==> config.mk <==
export PLATFORM = sky130hd
export DESIGN_NAME = vga_fill_ctrl_flat
export DESIGN_NICKNAME = d
export VERILOG_FILES = /design/src/rtl/vga_fill_ctrl_if.sv /design/src/rtl/vga_fill_ctrl.sv /design/src/flat_wrapper.sv
export SDC_FILE = /design/constraint.sdc
export NUM_CORES = 1
export LEC_CHECK = 0
export ABC_AREA = 1
export CAP_MARGIN = 5
export CORE_UTILIZATION = 40
export DETAILED_ROUTE_END_ITERATION = 16
export SYNTH_ARGS = -nofsm -noshare
export SYNTH_HDL_FRONTEND = slang
export SYNTH_SLANG_ARGS = --single-unit
==> constraint.sdc <==
create_clock -name clk -period 3.15 [get_ports clk]
set_input_delay 0.4725 -clock clk [delete_from_list [all_inputs] [get_ports clk]]
set_output_delay 0.4725 -clock clk [all_outputs]
set_load 0.02 [all_outputs]
==> src/rtl/vga_fill_ctrl_if.sv <==
// Core I/O bus bundle between the CPU and the VGA write controller.
// The master drives address/data/strobe; the slave returns combinational read data.
interface vga_fill_ctrl_if;
    logic [31:0] bus_addr;
    logic [31:0] bus_wdata;
    logic        bus_we;
    logic [31:0] bus_rdata;

    modport master (
        output bus_addr,
        output bus_wdata,
        output bus_we,
        input  bus_rdata
    );

    modport slave (
        input  bus_addr,
        input  bus_wdata,
        input  bus_we,
        output bus_rdata
    );
endinterface

==> src/rtl/vga_fill_ctrl.sv <==
// Memory-mapped VGA write controller: direct CPU pixel writes plus a
// rectangle-fill engine sharing one registered pixel write port.
module vga_fill_ctrl #(
    parameter logic [31:0] BASE_ADDR = 32'h0001_0000,
    parameter int          DISP_W    = 400,
    parameter int          DISP_H    = 300,
    parameter int          CW        = 9
) (
    input  logic            clk,
    input  logic            rst,
    vga_fill_ctrl_if.slave  bus,
    input  logic            frame_trig,
    output logic            px_we,
    output logic [CW-1:0]   px_x,
    output logic [CW-1:0]   px_y,
    output logic [11:0]     px_colour,
    output logic            busy,
    output logic            done
);
    localparam int EW = CW + 1;
    localparam logic [EW-1:0] DISP_W_E = EW'(DISP_W);
    localparam logic [EW-1:0] DISP_H_E = EW'(DISP_H);

    typedef enum logic [1:0] {
        IDLE       = 2'd0,
        WAIT_FRAME = 2'd1,
        FILL       = 2'd2
    } state_t;

    state_t          state_q;

    // Programmable registers
    logic [CW-1:0]   x0_q, y0_q, w_q, h_q;
    logic [11:0]     colour_q;
    logic            err_q;
    logic [15:0]     frame_cnt_q;

    // Engine context latched at start
    logic [CW-1:0]   cur_x_q, cur_y_q, xs_q;
    logic [EW-1:0]   xe_q, ye_q;
    logic [11:0]     fcol_q;
    logic            more_q;

    // Registered pixel port
    logic            px_we_q;
    logic [CW-1:0]   px_x_q, px_y_q;
    logic [11:0]     px_col_q;
    logic            done_q;

    // Bus decode
    logic            hit, wr;
    logic [2:0]      sel;
    logic            wr_pixel, wr_ctrl;
    logic            ctrl_start, ctrl_vsync, ctrl_clr;
    logic [8:0]      pix_x9, pix_y9;
    logic [11:0]     pix_c;
    logic            cpu_px;
    logic            start_ok;
    logic [31:0]     rdata_d;
    logic            unused_bits;

    assign hit        = (bus.bus_addr[31:5] == BASE_ADDR[31:5]);
    assign sel        = bus.bus_addr[4:2];
    assign wr         = bus.bus_we && hit;
    assign wr_pixel   = wr && (sel == 3'd0);
    assign wr_ctrl    = wr && (sel == 3'd4);
    assign ctrl_start = bus.bus_wdata[0];
    assign ctrl_vsync = bus.bus_wdata[1];
    assign ctrl_clr   = bus.bus_wdata[2];
    assign pix_c      = bus.bus_wdata[11:0];
    assign pix_x9     = bus.bus_wdata[20:12];
    assign pix_y9     = bus.bus_wdata[29:21];
    assign unused_bits = ^{bus.bus_addr[1:0], bus.bus_wdata};

    // Off-screen CPU pixels are dropped outright so they never stall the engine
    assign cpu_px   = wr_pixel && (EW'(pix_x9) < DISP_W_E) && (EW'(pix_y9) < DISP_H_E);
    assign start_ok = wr_ctrl && ctrl_start && (state_q == IDLE);

    // Clipped bounds from the live registers, used only at start
    logic [EW-1:0]   sum_x, sum_y, clip_xe, clip_ye;
    logic            rect_empty;

    assign sum_x      = EW'(x0_q) + EW'(w_q);
    assign sum_y      = EW'(y0_q) + EW'(h_q);
    assign clip_xe    = (sum_x > DISP_W_E) ? DISP_W_E : sum_x;
    assign clip_ye    = (sum_y > DISP_H_E) ? DISP_H_E : sum_y;
    assign rect_empty = (w_q == '0) || (h_q == '0) ||
                        (EW'(x0_q) >= DISP_W_E) || (EW'(y0_q) >= DISP_H_E);

    // Pixel the engine would emit this cycle and the raster step after it.
    // In IDLE the first pixel comes straight from the registers so it can
    // reach the port on the cycle after start.
    logic [CW-1:0]   e_x, e_y, e_xs, nx, ny;
    logic [EW-1:0]   e_xe, e_ye, x_inc, y_inc;
    logic [11:0]     e_col;
    logic            n_last;
    logic            eng_go;

    always_comb begin
        e_x   = cur_x_q;
        e_y   = cur_y_q;
        e_xs  = xs_q;
        e_xe  = xe_q;
        e_ye  = ye_q;
        e_col = fcol_q;
        if (state_q == IDLE) begin
            e_x   = x0_q;
            e_y   = y0_q;
            e_xs  = x0_q;
            e_xe  = clip_xe;
            e_ye  = clip_ye;
            e_col = colour_q;
        end
        x_inc = EW'(e_x) + EW'(1);
        y_inc = EW'(e_y) + EW'(1);
        if (x_inc < e_xe) begin
            nx     = CW'(x_inc);
            ny     = e_y;
            n_last = 1'b0;
        end else begin
            nx     = e_xs;
            ny     = CW'(y_inc);
            n_last = (y_inc >= e_ye);
        end
    end

    assign eng_go = ((state_q == FILL) && more_q) ||
                    ((state_q == WAIT_FRAME) && frame_trig) ||
                    (start_ok && !ctrl_vsync && !rect_empty);

    always_ff @(posedge clk) begin
        if (rst) begin
            state_q     <= IDLE;
            x0_q        <= '0;
            y0_q        <= '0;
            w_q         <= '0;
            h_q         <= '0;
            colour_q    <= '0;
            err_q       <= 1'b0;
            frame_cnt_q <= '0;
            cur_x_q     <= '0;
            cur_y_q     <= '0;
            xs_q        <= '0;
            xe_q        <= '0;
            ye_q        <= '0;
            fcol_q      <= '0;
            more_q      <= 1'b0;
            px_we_q     <= 1'b0;
            px_x_q      <= '0;
            px_y_q      <= '0;
            px_col_q    <= '0;
            done_q      <= 1'b0;
        end else begin
            done_q  <= 1'b0;
            px_we_q <= 1'b0;

            if (frame_trig)
                frame_cnt_q <= frame_cnt_q + 16'd1;

            if (wr) begin
                case (sel)
                    3'd1: begin
                        x0_q <= bus.bus_wdata[CW-1:0];
                        y0_q <= bus.bus_wdata[16 +: CW];
                    end
                    3'd2: begin
                        w_q <= bus.bus_wdata[CW-1:0];
                        h_q <= bus.bus_wdata[16 +: CW];
                    end
                    3'd3: colour_q <= bus.bus_wdata[11:0];
                    default: ;
                endcase
            end

            // Clear is applied before the busy check so clear+start while busy re-flags
            if (wr_ctrl) begin
                if (ctrl_clr)
                    err_q <= 1'b0;
                if (ctrl_start && (state_q != IDLE))
                    err_q <= 1'b1;
            end

            if (cpu_px) begin
                px_we_q  <= 1'b1;
                px_x_q   <= CW'(pix_x9);
                px_y_q   <= CW'(pix_y9);
                px_col_q <= pix_c;
            end else if (eng_go) begin
                px_we_q  <= 1'b1;
                px_x_q   <= e_x;
                px_y_q   <= e_y;
                px_col_q <= e_col;
            end

            case (state_q)
                IDLE: begin
                    if (start_ok) begin
                        if (rect_empty) begin
                            done_q <= 1'b1;
                        end else begin
                            xs_q   <= x0_q;
                            xe_q   <= clip_xe;
                            ye_q   <= clip_ye;
                            fcol_q <= colour_q;
                            if (ctrl_vsync) begin
                                state_q <= WAIT_FRAME;
                                cur_x_q <= x0_q;
                                cur_y_q <= y0_q;
                                more_q  <= 1'b1;
                            end else begin
                                state_q <= FILL;
                                cur_x_q <= nx;
                                cur_y_q <= ny;
                                more_q  <= !n_last;
                            end
                        end
                    end
                end
                WAIT_FRAME: begin
                    if (frame_trig) begin
                        state_q <= FILL;
                        if (!cpu_px) begin
                            cur_x_q <= nx;
                            cur_y_q <= ny;
                            more_q  <= !n_last;
                        end
                    end
                end
                FILL: begin
                    if (!more_q) begin
                        state_q <= IDLE;
                        done_q  <= 1'b1;
                    end else if (!cpu_px) begin
                        cur_x_q <= nx;
                        cur_y_q <= ny;
                        more_q  <= !n_last;
                    end
                end
                default: state_q <= IDLE;
            endcase
        end
    end

    always_comb begin
        rdata_d = '0;
        if (hit) begin
            case (sel)
                3'd1: begin
                    rdata_d[CW-1:0]  = x0_q;
                    rdata_d[16 +: CW] = y0_q;
                end
                3'd2: begin
                    rdata_d[CW-1:0]  = w_q;
                    rdata_d[16 +: CW] = h_q;
                end
                3'd3: rdata_d[11:0] = colour_q;
                3'd5: rdata_d = {frame_cnt_q, 13'd0, err_q,
                                 (state_q == WAIT_FRAME), (state_q != IDLE)};
                default: ;
            endcase
        end
    end

    assign bus.bus_rdata = rdata_d;
    assign px_we     = px_we_q;
    assign px_x      = px_x_q;
    assign px_y      = px_y_q;
    assign px_colour = px_col_q;
    assign busy      = (state_q != IDLE);
    assign done      = done_q;
endmodule
==> src/flat_wrapper.sv <==
// flat-port wrapper written by rule: the top's interface ports become plain ports
module vga_fill_ctrl_flat 
#(
    parameter logic [31:0] BASE_ADDR = 32'h0001_0000,
    parameter int          DISP_W    = 400,
    parameter int          DISP_H    = 300,
    parameter int          CW        = 9
)
  (clk, rst, frame_trig, px_we, px_x, px_y, px_colour, busy, done, bus_bus_addr, bus_bus_wdata, bus_bus_we, bus_bus_rdata);
  vga_fill_ctrl_if bus_i ();
  input  logic clk;
  input  logic rst;
  input  logic frame_trig;
  output logic px_we;
  output logic [CW-1:0] px_x;
  output logic [CW-1:0] px_y;
  output logic [11:0] px_colour;
  output logic busy;
  output logic done;
  input wire logic [$bits(bus_i.bus_addr)-1:0] bus_bus_addr;
  input wire logic [$bits(bus_i.bus_wdata)-1:0] bus_bus_wdata;
  input wire logic [$bits(bus_i.bus_we)-1:0] bus_bus_we;
  output wire logic [$bits(bus_i.bus_rdata)-1:0] bus_bus_rdata;
  assign bus_i.bus_addr = bus_bus_addr;
  assign bus_i.bus_wdata = bus_bus_wdata;
  assign bus_i.bus_we = bus_bus_we;
  assign bus_bus_rdata = bus_i.bus_rdata;
  vga_fill_ctrl #(.BASE_ADDR(BASE_ADDR), .DISP_W(DISP_W), .DISP_H(DISP_H), .CW(CW)) u_core (.clk(clk), .rst(rst), .bus(bus_i), .frame_trig(frame_trig), .px_we(px_we), .px_x(px_x), .px_y(px_y), .px_colour(px_colour), .busy(busy), .done(done));
endmodule
==> results.txt, run 1 <==
Leakage: 5.948 nW
Relative slew slack: 52.27%
Total power: 8.706 mW
Outcome: finished with violations
Pin count of the biggest net entering global routing: 71
First-pass GRT wire length: 50740 µm
Slowest cell on crit path: fa_2
Initial core utilization: 41.39%
Number of vias per cell: 5.203
Syn avg cell area: 6.712 µm²
Unrepaired setup endpoints after global routing: yes
CP arrival: 3.83 ns
Vias in the first global route: 9783
Cell area after layout: 13250 µm²
Clock root buffer: clkbuf_16
DP HPWL: 23140 µm
Via count: 10450
Min-delay src: u_core.xe_q[9]
Initial DRT Pass Iterations: 7
Max VDD drop: 0.0004260 V
Initial antenna violation count: 0
Hold Violations, Final: 0
Yosys reg bits: 159
Drt drc: 0
I/O Buffers: 124
Critical path launch point: u_core.x0_q[0]
Sequential share of the synthesized area: 33.56%
CTS clk-pin slew, worst paths: 0.07 ns
Failing checks: setup timing
Syn-to-layout area delta: 39.75%
# clock sinks: 159
Synth top area cells: dfxtp_1 34%, nand2_1 13%, o21ai_0 6.3%
Largest delay contributor family on the critical path: simple AND/OR/NAND/NOR gates
CP Buf/Inv Count: 5
Die Span X: 156.0 µm
DIE AREA: 24330 µm²
Core area: 22920 µm²
Min Tclk post-route: 3.454 ns
Reg area: 3196 µm²
Routed WL per cell: 15.80 µm
Share of layout cells above drive strength 1: 18.34%
Synth Cell Area: 9484 µm²
GP Congestion: 0.8875
Final WL: 31740 µm
Post-synth EDFFs: 0
Pwr Density: 656.9 nW/µm²
Fraction of registers with async set or reset after synthesis: 0%
CTS tree: done
Multi-input gate area: 5617 µm²
Nets@finish: 1797
Worst clock skew: 0.01379 ns
Top cell type's share of synthesized area: 33.56%
Chip Height: 156.0 µm
Rows: 55
Critical Path Sink Type: flop
Fmax: 289.5 MHz
CP Launch Type: flop
Final setup violation count: 19
Clock latency on the worst-skew pair: 0.45 ns
Post-route ant nets: 0
Crit path max fanout: 6
FF-to-FF Start: u_core.x0_q[0]
Most frequent CP cell: nand2_1
Crit Path Category: reg -> reg
Grt total ovfl: 0
Setup ws final: -0.3043 ns
I/O pin cnt: 133
Worst Path Required: 3.53 ns
Final Cycle Share: 109.7%
TritonCTS buffer count: 17
Final max-slew violation count: 0
Placed cell areas: 12320 µm²
Fill cells: 2228
Top_reg_cell synth: dfxtp_1
CP max stage delay: 0.52 ns
Max-cap check violation count: 0
Post-synth top area cell: dfxtp_1
CTS Buffer Depth: 2
Syn Inst Count: 1413
Ant. Diodes: 0
Worst hold path type: reg -> reg
H-tree levels: 4
Total GRT Usage: 26.29%
Yosys warns: 0
Drt initial violations: 698
Number of distinct library cells after synthesis: 47
Worst slew pin tran: 0.7159 ns
## flip-flops by register name, summed over array words and instances (netlist names), 10 cells and up
| name | count |
|---|---|
| u_core.frame_cnt_q | 16 |
| u_core.colour_q | 12 |
| u_core.fcol_q | 12 |
| u_core.px_colour | 12 |
| u_core.xe_q | 10 |
| u_core.ye_q | 10 |
## cells by family after synthesis
group           Yosys count  synth area share [%]
fa+ha+maj                46                 6.227
buf+inv                 223                 9.683
compound gates          367                 22.07
flops                   159                 33.56
other cells               1               0.03954
simple gates            596                 26.48
xor+xnor                 21                 1.939
## worst paths after layout
path                        to  slack (ns)  depth (start not counted)
max          u_core.cur_x_q[2]       -0.30                         26
min             u_core.xe_q[9]        0.45                          2
max reg2reg  u_core.cur_x_q[2]       -0.30                         26
min reg2reg     u_core.xe_q[9]        0.45                          2
## Yosys cell counts, types with 2 or more instances
| cell | instances |
|---|---|
| nand2_1 | 325 |
| dfxtp_1 | 159 |
| inv_1 | 138 |
| nor2_1 | 137 |
| o21ai_0 | 119 |
| a21oi_1 | 86 |
| nand3_1 | 64 |
| a31oi_1 | 53 |
| a211oi_1 | 44 |
| ha_1 | 44 |
| clkbuf_1 | 39 |
| o21ai_1 | 37 |
| nor3_1 | 28 |
| buf_2 | 17 |
| o211ai_1 | 14 |
| xor2_1 | 14 |
| nand4_1 | 12 |
| nor4_1 | 12 |
| buf_4 | 10 |
| buf_1 | 8 |
| xnor2_1 | 7 |
| inv_2 | 6 |
| a21oi_2 | 3 |
| buf_6 | 3 |
| nand2_2 | 3 |
| nor2_2 | 3 |
| o21a_1 | 3 |
| clkinv_1 | 2 |
| fa_1 | 2 |
| nor3b_1 | 2 |
| o21bai_1 | 2 |
| or2_2 | 2 |
## per-stage QoR
| step | setup slack, ns | hold slack [ns] | utilization (%) | cells | setup TNS [ns] |
|---|---|---|---|---|---|
| global route | -0.4898 | 0.4646 | 57.84 | 2009 | -8.674 |
| floorplan | -0.05111 | 0.4247 | - | 1416 | -0.7900 |
| global placement | -0.3182 | 0.4320 | 53.78 | 1966 | -5.420 |
| finish | -0.3043 | 0.4480 | 57.84 | 2009 | -5.261 |
| detailed placement | -0.3981 | 0.4383 | 53.78 | 1966 | -6.792 |
| CTS | -0.3164 | 0.4504 | 56.70 | 2005 | -5.503 |
## area by class of cell
type | instances | share of cell area [%]
Clock buffer | 17 | 3.210
Timing Repair Buffer | 325 | 21.93
Inverter | 146 | 4.154
Multi-Input combinational cell | 1034 | 42.38
Tap cell | 313 | 2.955
Clock inverter | 15 | 1.265
Sequential cell | 159 | 24.11
## tightest hold or removal path: cells and delay by family (launching register included)
kind             cells  cell delay [ns]
DFF                  1             0.31
and+or+nand+nor      2             0.10
## cell usage in the layout (no fill, tap or decap), types with 10 or more instances in the layout
| cell type | n |
|---|---|
| o21ai_0 | 106 |
| a21oi_1 | 76 |
| a211oi_1 | 42 |
| nand4_1 | 12 |
| dfxtp_1 | 153 |
| ha_1 | 38 |
| inv_2 | 12 |
| o211ai_1 | 14 |
| o21ai_1 | 48 |
| dlymetal6s2s_1 | 18 |
| xor2_1 | 13 |
| nor4_1 | 12 |
| buf_4 | 188 |
| inv_1 | 131 |
| nor3_1 | 26 |
| nor2_1 | 136 |
| a31oi_1 | 53 |
| nand2_2 | 10 |
| nand3_1 | 60 |
| clkbuf_16 | 18 |
| a21oi_2 | 13 |
| clkdlybuf4s50_1 | 99 |
| nand2_1 | 317 |
## power by group
| part | internal (mW) | switching (mW) |
|---|---|---|
| clock network | 1.07 | 1.04 |
| logic | 1.88 | 2.40 |
| registers | 2.22 | 0.105 |
| total | 5.17 | 3.54 |
## layer usage
layer  track usage, %  vias up  wire [µm]
met5                0        -          0
met3            3.972       30       1663
li1                 -     5290          -
met4            5.462        0        306
met2            42.50      278      14410
met1            36.82     4854      15370
## timing repair
item | 4_1_cts | 5_1_grt
pin swaps | 23 | 32
buffers inserted | 7 | 3
resized for setup | 19 | 62
hold buffers | 0 | 0
endpoints found under the setup margin | 25 | 37
cloned | 0 | 1
Note: power is estimated with default switching activity, not from simulation.
==> inputs of run 2 (changes only) <==
--- a/config.mk
+++ b/config.mk
@@ -9,6 +9,7 @@
 export CAP_MARGIN = 5
 export CORE_UTILIZATION = 40
 export DETAILED_ROUTE_END_ITERATION = 16
+export SETUP_SLACK_MARGIN = 0.15
 export SYNTH_ARGS = -nofsm -noshare
 export SYNTH_HDL_FRONTEND = slang
 export SYNTH_SLANG_ARGS = --single-unit
==> run 2 against run 1 <==
The run still ends with setup timing left. Worst hold slack about the same. Final cell count did not move. Via count is 0.36% higher. Maximum frequency shrank 0.15%. Die area is the same. Clock-buffer cell count unchanged. Clock power is essentially flat. Sequential power hardly changed. Worst setup slack got worse by 0.0053 ns.
==> results.txt, run 2 (same netlist as run 1, synthesis figures left out) <==
Outcome: finished with violations
Failing checks: setup timing
First-pass GRT wire length: 50770 µm
Max-cap check violation count: 0
Die Span X: 156.0 µm
CP arrival: 3.83 ns
Hold Violations, Final: 0
WHS Path Cells: 2
Worst Path Required: 3.52 ns
DIE AREA: 24330 µm²
DP HPWL: 23140 µm
Worst clock skew: 0.01331 ns
Initial antenna violation count: 0
Pin count of the biggest net entering global routing: 71
Ant. Diodes: 0
# clock sinks: 159
Min Tclk post-route: 3.460 ns
Core area: 22920 µm²
Rows: 55
CTS clk-pin slew, worst paths: 0.07 ns
Crit Path Category: reg -> reg
Via count: 10490
Max reg flops: 16
Clock root buffer: clkbuf_16
Setup ws final: -0.3096 ns
Worst slew pin tran: 0.7165 ns
Leakage: 5.775 nW
CP Launch Type: flop
Fill cells: 2232
Initial DRT Pass Iterations: 6
Final Cycle Share: 109.8%
Number of vias per cell: 5.222
H-tree levels: 4
Finished Core Util: 57.60%
Cell area after layout: 13200 µm²
Chip Height: 156.0 µm
Nets@finish: 1797
CTS tree: done
I/O pin cnt: 133
R2R cell count: 26
Unrepaired setup endpoints after global routing: yes
Drt initial violations: 748
Final WL: 31810 µm
Initial core utilization: 41.39%
GP Congestion: 0.8875
Drt drc: 0
Fmax: 289.1 MHz
Critical Path Sink Type: flop
Total GRT Usage: 26.32%
Final setup violation count: 19
Relative slew slack: 52.23%
Share of layout cells above drive strength 1: 18.57%
CTS Buffer Depth: 2
Post-route ant nets: 0
Dpl ws: -0.3981 ns
Most common cell after layout, fill and taps aside: nand2_1
Syn-to-layout area delta: 39.18%
Max VDD drop: 0.0004273 V
Grt total ovfl: 0
TritonCTS buffer count: 17
Placed cell areas: 12320 µm²
Final max-slew violation count: 0
Crit path max fanout: 6
Pwr Density: 660.4 nW/µm²
Top reg by flops: u_core.frame_cnt_q
Most frequent cells in the layout: 317 x nand2_1, 188 x buf_4, 153 x dfxtp_1, 136 x nor2_1, 132 x inv_1
Clock latency on the worst-skew pair: 0.45 ns
I/O Buffers: 124
Vias in the first global route: 9781
Routed WL per cell: 15.83 µm
Worst hold path type: reg -> reg
run 2: cell types whose count changed in the layout (fill, tap and decap cells not counted), moves of 3 or more:
| cell | previous run | this run |
|---|---|---|
| dlygate4sd2_1 | 6 | 19 |
| clkdlybuf4s50_1 | 99 | 95 |
| clkbuf_2 | 0 | 3 |
| dlymetal6s2s_1 | 18 | 5 |
run 2: what timing repair did:
action,in CTS,in global routing
setup buffers,7,3
endpoints found under the setup margin,42,29
resized for setup,36,60
hold buffers,0,0
cloned,0,1
pin swaps,23,32
run 2: per-stage QoR:
| step | instances | TNS, ns | hold slack, ns | total power, mW |
|---|---|---|---|---|
| finish | 2009 | -5.246 | 0.4480 | 8.718 |
| global route | 2009 | -8.674 | 0.4646 | 9.262 |
| CTS | 2005 | -5.503 | 0.4504 | 8.402 |
| detailed placement | 1966 | -6.792 | 0.4383 | 6.258 |
| global placement | 1966 | -5.420 | 0.4320 | 6.212 |
| floorplan | 1416 | -0.7900 | 0.4247 | 4.731 |
run 2: final cells by class:
type	instances	area [µm²]	area share [%]
Timing Repair Buffer	325	2843	21.54
Clock buffer	17	425.4	3.223
Sequential cell	159	3196	24.21
Multi-Input combinational cell	1034	5627	42.63
Inverter	146	550.5	4.171
Tap cell	313	391.6	2.967
Clock inverter	15	167.7	1.270
run 2: worst paths after layout:
kind / from / slack (ns) / endpoint
worst min register to register: u_core.xe_q[9] / 0.45 / u_core.xe_q[9]
worst min-delay path: u_core.xe_q[9] / 0.45 / u_core.xe_q[9]
worst max-delay path: u_core.w_q[0] / -0.31 / u_core.cur_x_q[2]
worst max register to register: u_core.w_q[0] / -0.31 / u_core.cur_x_q[2]
run 2: per-layer routing:
| layer | vias up | wire length (µm) | global-route usage, % | share of wire [%] |
|---|---|---|---|---|
| met3 | 32 | 1857 | 3.972 | 5.8 |
| met2 | 338 | 14440 | 42.58 | 45 |
| li1 | 5288 | - | - | - |
| met4 | 0 | 319 | 5.462 | 1.0 |
| met5 | - | 0 | 0 | 0 |
| met1 | 4832 | 15190 | 36.82 | 48 |
run 2: where the power goes:
part / switching [mW] / internal [mW] / leakage, nW / total [mW]
logic: 2.40 / 1.88 / 4.20 / 4.28
clock network: 1.05 / 1.07 / 0.288 / 2.11
registers: 0.104 / 2.22 / 1.29 / 2.33
total: 3.55 / 5.17 / 5.78 / 8.72
run 2: worst max-delay path, cell delays in order, from the launching register on:
cell,delay [ns]
dfxtp_2,0.36
ha_4,0.14
inv_2,0.03
fa_2,0.52
nand2_1,0.05
nor2_1,0.11
nand3_1,0.08
nand2_1,0.06
nand3_1,0.07
nand2_1,0.09
nand2_2,0.08
inv_4,0.09
buf_6,0.12
nand3_4,0.06
nand2_1,0.06
o21ai_1,0.06
ha_1,0.27
nand4_1,0.16
nor3_2,0.21
buf_4,0.14
nand2_4,0.07
nand2_8,0.11
clkbuf_16,0.15
nand2_1,0.04
nand3_1,0.06
nand2_1,0.08
a21oi_2,0.11
==> variant 1, RTL diff (config.mk and constraints of run 2) <==
`CW` is set to 9 in 2 places; all go to 11.
--- a/src/rtl/vga_fill_ctrl.sv
+++ b/src/rtl/vga_fill_ctrl.sv
@@ -4,7 +4,7 @@
     parameter logic [31:0] BASE_ADDR = 32'h0001_0000,
     parameter int          DISP_W    = 400,
     parameter int          DISP_H    = 300,
-    parameter int          CW        = 9
+    parameter int          CW        = 11
 ) (
     input  logic            clk,
     input  logic            rst,
--- a/src/flat_wrapper.sv
+++ b/src/flat_wrapper.sv
@@ -4,7 +4,7 @@
     parameter logic [31:0] BASE_ADDR = 32'h0001_0000,
     parameter int          DISP_W    = 400,
     parameter int          DISP_H    = 300,
-    parameter int          CW        = 9
+    parameter int          CW        = 11
 )
   (clk, rst, frame_trig, px_we, px_x, px_y, px_colour, busy, done, bus_bus_addr, bus_bus_wdata, bus_bus_we, bus_bus_rdata);
   vga_fill_ctrl_if bus_i ();
Ports: changed (resized px_x and px_y); port bits go from 133 to 137. The function was not compared with the original's and may differ.
==> variant 1 against run 2 <==
  * Maximum frequency fell by 9.0%
  * The flow finishes with violations (DRC, setup timing)
  * Setup slack got worse by 0.34 ns
  * Total power rose by 10%
  * Critical path type unchanged
  * Wire length rose by 19%
  * Sequential cell count rose by 22
  * Synthesized cell count rose by 13%
  * Design area rose by 15%
  * Synthesized area rose by 13%
==> variant 1: results (changes against run 2) <==
| Metric | Value |
|---|---|
| Status | `finished, violations left` |
| Failing checks | `DRC, setup timing` |
| Input/output buffers | `128 (+3.2%)` |
| Post-synthesis compound-gate area fraction | `21.8% (-0.27 points)` |
| Final Skew | `0.0190 ns (+0.00572 ns)` |
| Grt met2 use | `47.6% (+5.0 points)` |
| Vias in the first global route | `11500 (+18%)` |
| Setup TNS | `-14.38 ns (-9.14 ns)` |
| Syn avg cell area | `6.73 um^2 (+0.22%)` |
| Final Instance Count excl. Fillers | `2264 (+13%)` |
| DR vias/cell | `5.28 (+1.1%)` |
| Setup violations, final | `23 (+4)` |
| Combinational power share | `49.9% (+0.8 points)` |
| Slew @ Worst Pin | `1.21 ns (+0.492 ns)` |
| Post-synthesis adder-cell area fraction | `6.43% (+0.20 points)` |
| Cts repair resizes | `59 (+64%)` |
| Power Clock | `2230 uW (+6%)` |
| DRT iter0 DRCs | `750 (+0.27%)` |
| Largest Register | `u_core.frame_cnt_q` |
| First-pass GRT wire length | `60100 um (+18%)` |
| Sequential cell area fraction in the yosys report | `33.7% (+0.17 points)` |
| Layout cell share with drive strength beyond 1 | `21.5% (+2.9 points)` |
| Gpl congestion | `0.922 (+3.9%)` |
| GR met1 Demand/Resource | `34.3% (-2.5 points)` |
| Sw power | `4050 uW (+14%)` |
| DRT Pass-1 Iters | `11 (+5)` |
| Worst vdd ir | `0.423 mV (-0.95%)` |
| CP Data Arrival Time | `4.10 ns (+0.27 ns)` |
| Multi-input logic area | `0.00650 mm^2 (+15%)` |
| Placed Cells incl. Taps | `2196 (+12%)` |
| Pre-CTS setup slack | `-0.693 ns (-0.295 ns)` |
| Final nets | `2038 (+13%)` |
| Final worst setup slack | `-0.650 ns (-0.340 ns)` |
| Leakage | `0.00695 uW (+20%)` |
| Register clock-pin slew on the reported worst setup and hold paths | `0.08 ns` |
| Fillers | `2538 (+14%)` |
| Synth unique cells | `53 (+13%)` |
| Hold WS | `0.447 ns (-0.000585 ns)` |
| Met2 wire length | `18100 um (+25%)` |
| Largest net degree at the start of global routing | `97 (+37%)` |
| Critical-path maximum fanout | `6 (unchanged)` |
| Post-synth top cells | `358 x nand2_1, 181 x dfxtp_1, 179 x inv_1, 154 x nor2_1, 130 x a21oi_1` |
| Top post-synthesis cells by area | `dfxtp_1 34%, nand2_1 13%, inv_1 6.3%, a21oi_1 6.1%, ha_1 6.1%` |
| Power share of the clock group | `23.2% (-1.1 points)` |
| WL/cell | `16.7 um (+5.7%)` |
| DRC | `3 (+3)` |
| Xor/xnor share of the synthesized area | `2.11% (+0.17 points)` |
| CP max stage delay | `0.37 ns (-0.15 ns)` |
## variant 1: changes by cell type after synthesis, moves of 12 or more
cell / before / now
a211oi_1: 44 / 64
a21oi_1: 86 / 130
a31oi_1: 53 / 40
clkbuf_1: 39 / 61
dfxtp_1: 159 / 181
inv_1: 138 / 179
nand2_1: 325 / 358
nand3_1: 64 / 80
nor2_1: 137 / 154
o21ai_1: 37 / 5
o22ai_1: 1 / 13
## variant 1: final timing paths
kind         cells after the start            start                 to
min                              2  u_core.xe_q[11]    u_core.xe_q[11]
min reg2reg                      2  u_core.xe_q[11]    u_core.xe_q[11]
max                             26   u_core.x0_q[0]  u_core.cur_y_q[3]
max reg2reg                     26   u_core.x0_q[0]  u_core.cur_y_q[3]
## variant 1: cell type report
cell class / instances / share of cell area [%]
repair buffers: 378 / 21.7
well taps: 335 / 2.77
multi-input cells: 1150 / 42.9
clock buffers: 17 / 2.81
clock inverters: 15 / 1.16
inverters: 188 / 4.66
flip-flops and latches: 181 / 24.0
==> variant 2, RTL diff (config.mk and constraints of run 2) <==
Made on the original files. Re-encode `state_t` (3 states) as one-hot, 3 bits wide.
--- a/src/rtl/vga_fill_ctrl.sv
+++ b/src/rtl/vga_fill_ctrl.sv
@@ -21,10 +21,10 @@
     localparam logic [EW-1:0] DISP_W_E = EW'(DISP_W);
     localparam logic [EW-1:0] DISP_H_E = EW'(DISP_H);
 
-    typedef enum logic [1:0] {
-        IDLE       = 2'd0,
-        WAIT_FRAME = 2'd1,
-        FILL       = 2'd2
+    typedef enum logic [2:0] {
+        IDLE       = 3'b001,
+        WAIT_FRAME = 3'b010,
+        FILL       = 3'b100
     } state_t;
 
     state_t          state_q;
Behaviour: no difference found for any inputs over 4 cycles, from zero or initial values and one cycle with rst high; so few cycles prove little.
==> variant 2 against run 2 <==
  * The flow finishes with violations (DRC, setup timing)
  * Design area increased by 1.3%
  * Synthesized cell count rose by 0.85%
  * Wire length is 3.3% higher
  * First-iteration DRC count grew 20%
  * Non-clock buffer count grew 1
  * Core utilization shrank 0.49 points
  * Setup slack lost 0.17 ns
  * Sequential cell count increased by 1
  * Synthesized area grew 0.51%
  * Critical path type unchanged
  * Largest cell class unchanged
  * Highest routed layer unchanged
Power is not compared: it rests on default switching activity, and its combinational part moved more than twofold at a synthesized area within 25%.
==> variant 2: results (changes against run 2) <==
| Metric | Value |
|---|---|
| Seq area share | `24.0% (-0.20 points)` |
| Hold path startpoint | `u_core.xs_q[5]` |
| Total GRT Usage | `27.2% (+0.86 points)` |
| Worst reg2reg path depth | `29 (+12%)` |
| DRC | `1 (+1)` |
| Status | `finished, violations left` |
| DRT iter0 DRCs | `898 (+20%)` |
| Setup violations, final | `19 (unchanged)` |
| Worst-case hold path end point | `u_core.xs_q[5]` |
| CP Data Arrival Time | `3.96 ns (+0.13 ns)` |
| Failing checks | `DRC, setup timing` |
| Via count | `10500 (+0.55%)` |
| Final-layout clock buffer total | `18 (+1)` |
| Gpl congestion | `0.920 (+3.6%)` |
| Final Skew | `0.00943 ns (-0.00388 ns)` |
| Final worst setup slack | `-0.483 ns (-0.174 ns)` |
| HPWL after DPL | `24000 um (+3.8%)` |
| Final nets | `1809 (+0.67%)` |
| Post-synth top cells | `265 x nand2_1, 185 x o21ai_0, 165 x nor2_1, 160 x dfxtp_1, 158 x inv_1` |
| Fillers | `2349 (+5.2%)` |
| Multi-input logic portion of the cell area | `42.4% (-0.22 points)` |
| Cts repair resizes | `59 (+64%)` |
| Final clock-cell share | `4.37% (-0.12 points)` |
| Setup TNS | `-8.55 ns (-3.31 ns)` |
| Layout cell share with drive strength beyond 1 | `20.9% (+2.3 points)` |
| Sequential cell area fraction in the yosys report | `33.6% (+0.038 points)` |
| Multi-In Gates | `1030 (-0.39%)` |
| Synth unique cells | `49 (+4.3%)` |
| Buffers, non-clock | `326 (+0.31%)` |
| GR Util met3 | `4.98% (+1.0 points)` |
| DRT Pass-1 Iters | `11 (+5)` |
| Post-CTS Setup Inserts | `4 (-3)` |
[variant 2: metrics by stage]
step	instance area [um^2]	cells	hold WS, ns	setup WS (ns)
4_1_cts	13100	2024	0.447	-0.378
3_5_place_dp	12400	1988	0.438	-0.652
3_3_place_gp	12400	1988	0.435	-0.538
5_1_grt	13400	2030	0.458	-0.743
2_1_floorplan	9640	1428	0.425	-0.353
6_report	13400	2030	0.447	-0.483
[variant 2: where the power goes]
part           internal (uW)  switching [uW]  total [uW]  leakage, uW
Combinational            110             125         235      0.00442
Sequential              2020            3.24        2030      0.00129
Clock                   1190             953        2140     0.000282
[variant 2: worst reg2reg max path: cells and delay by family (launching register included)]
| family | cells | cell delay [ns] |
|---|---|---|
| AND/OR/NAND/NOR | 16 | 1.23 |
| AO/OA/AOI/OAI | 5 | 0.54 |
| adder cells (fa/ha/maj) | 3 | 0.81 |
| buffers and inverters | 5 | 0.56 |
| flip-flops | 1 | 0.36 |
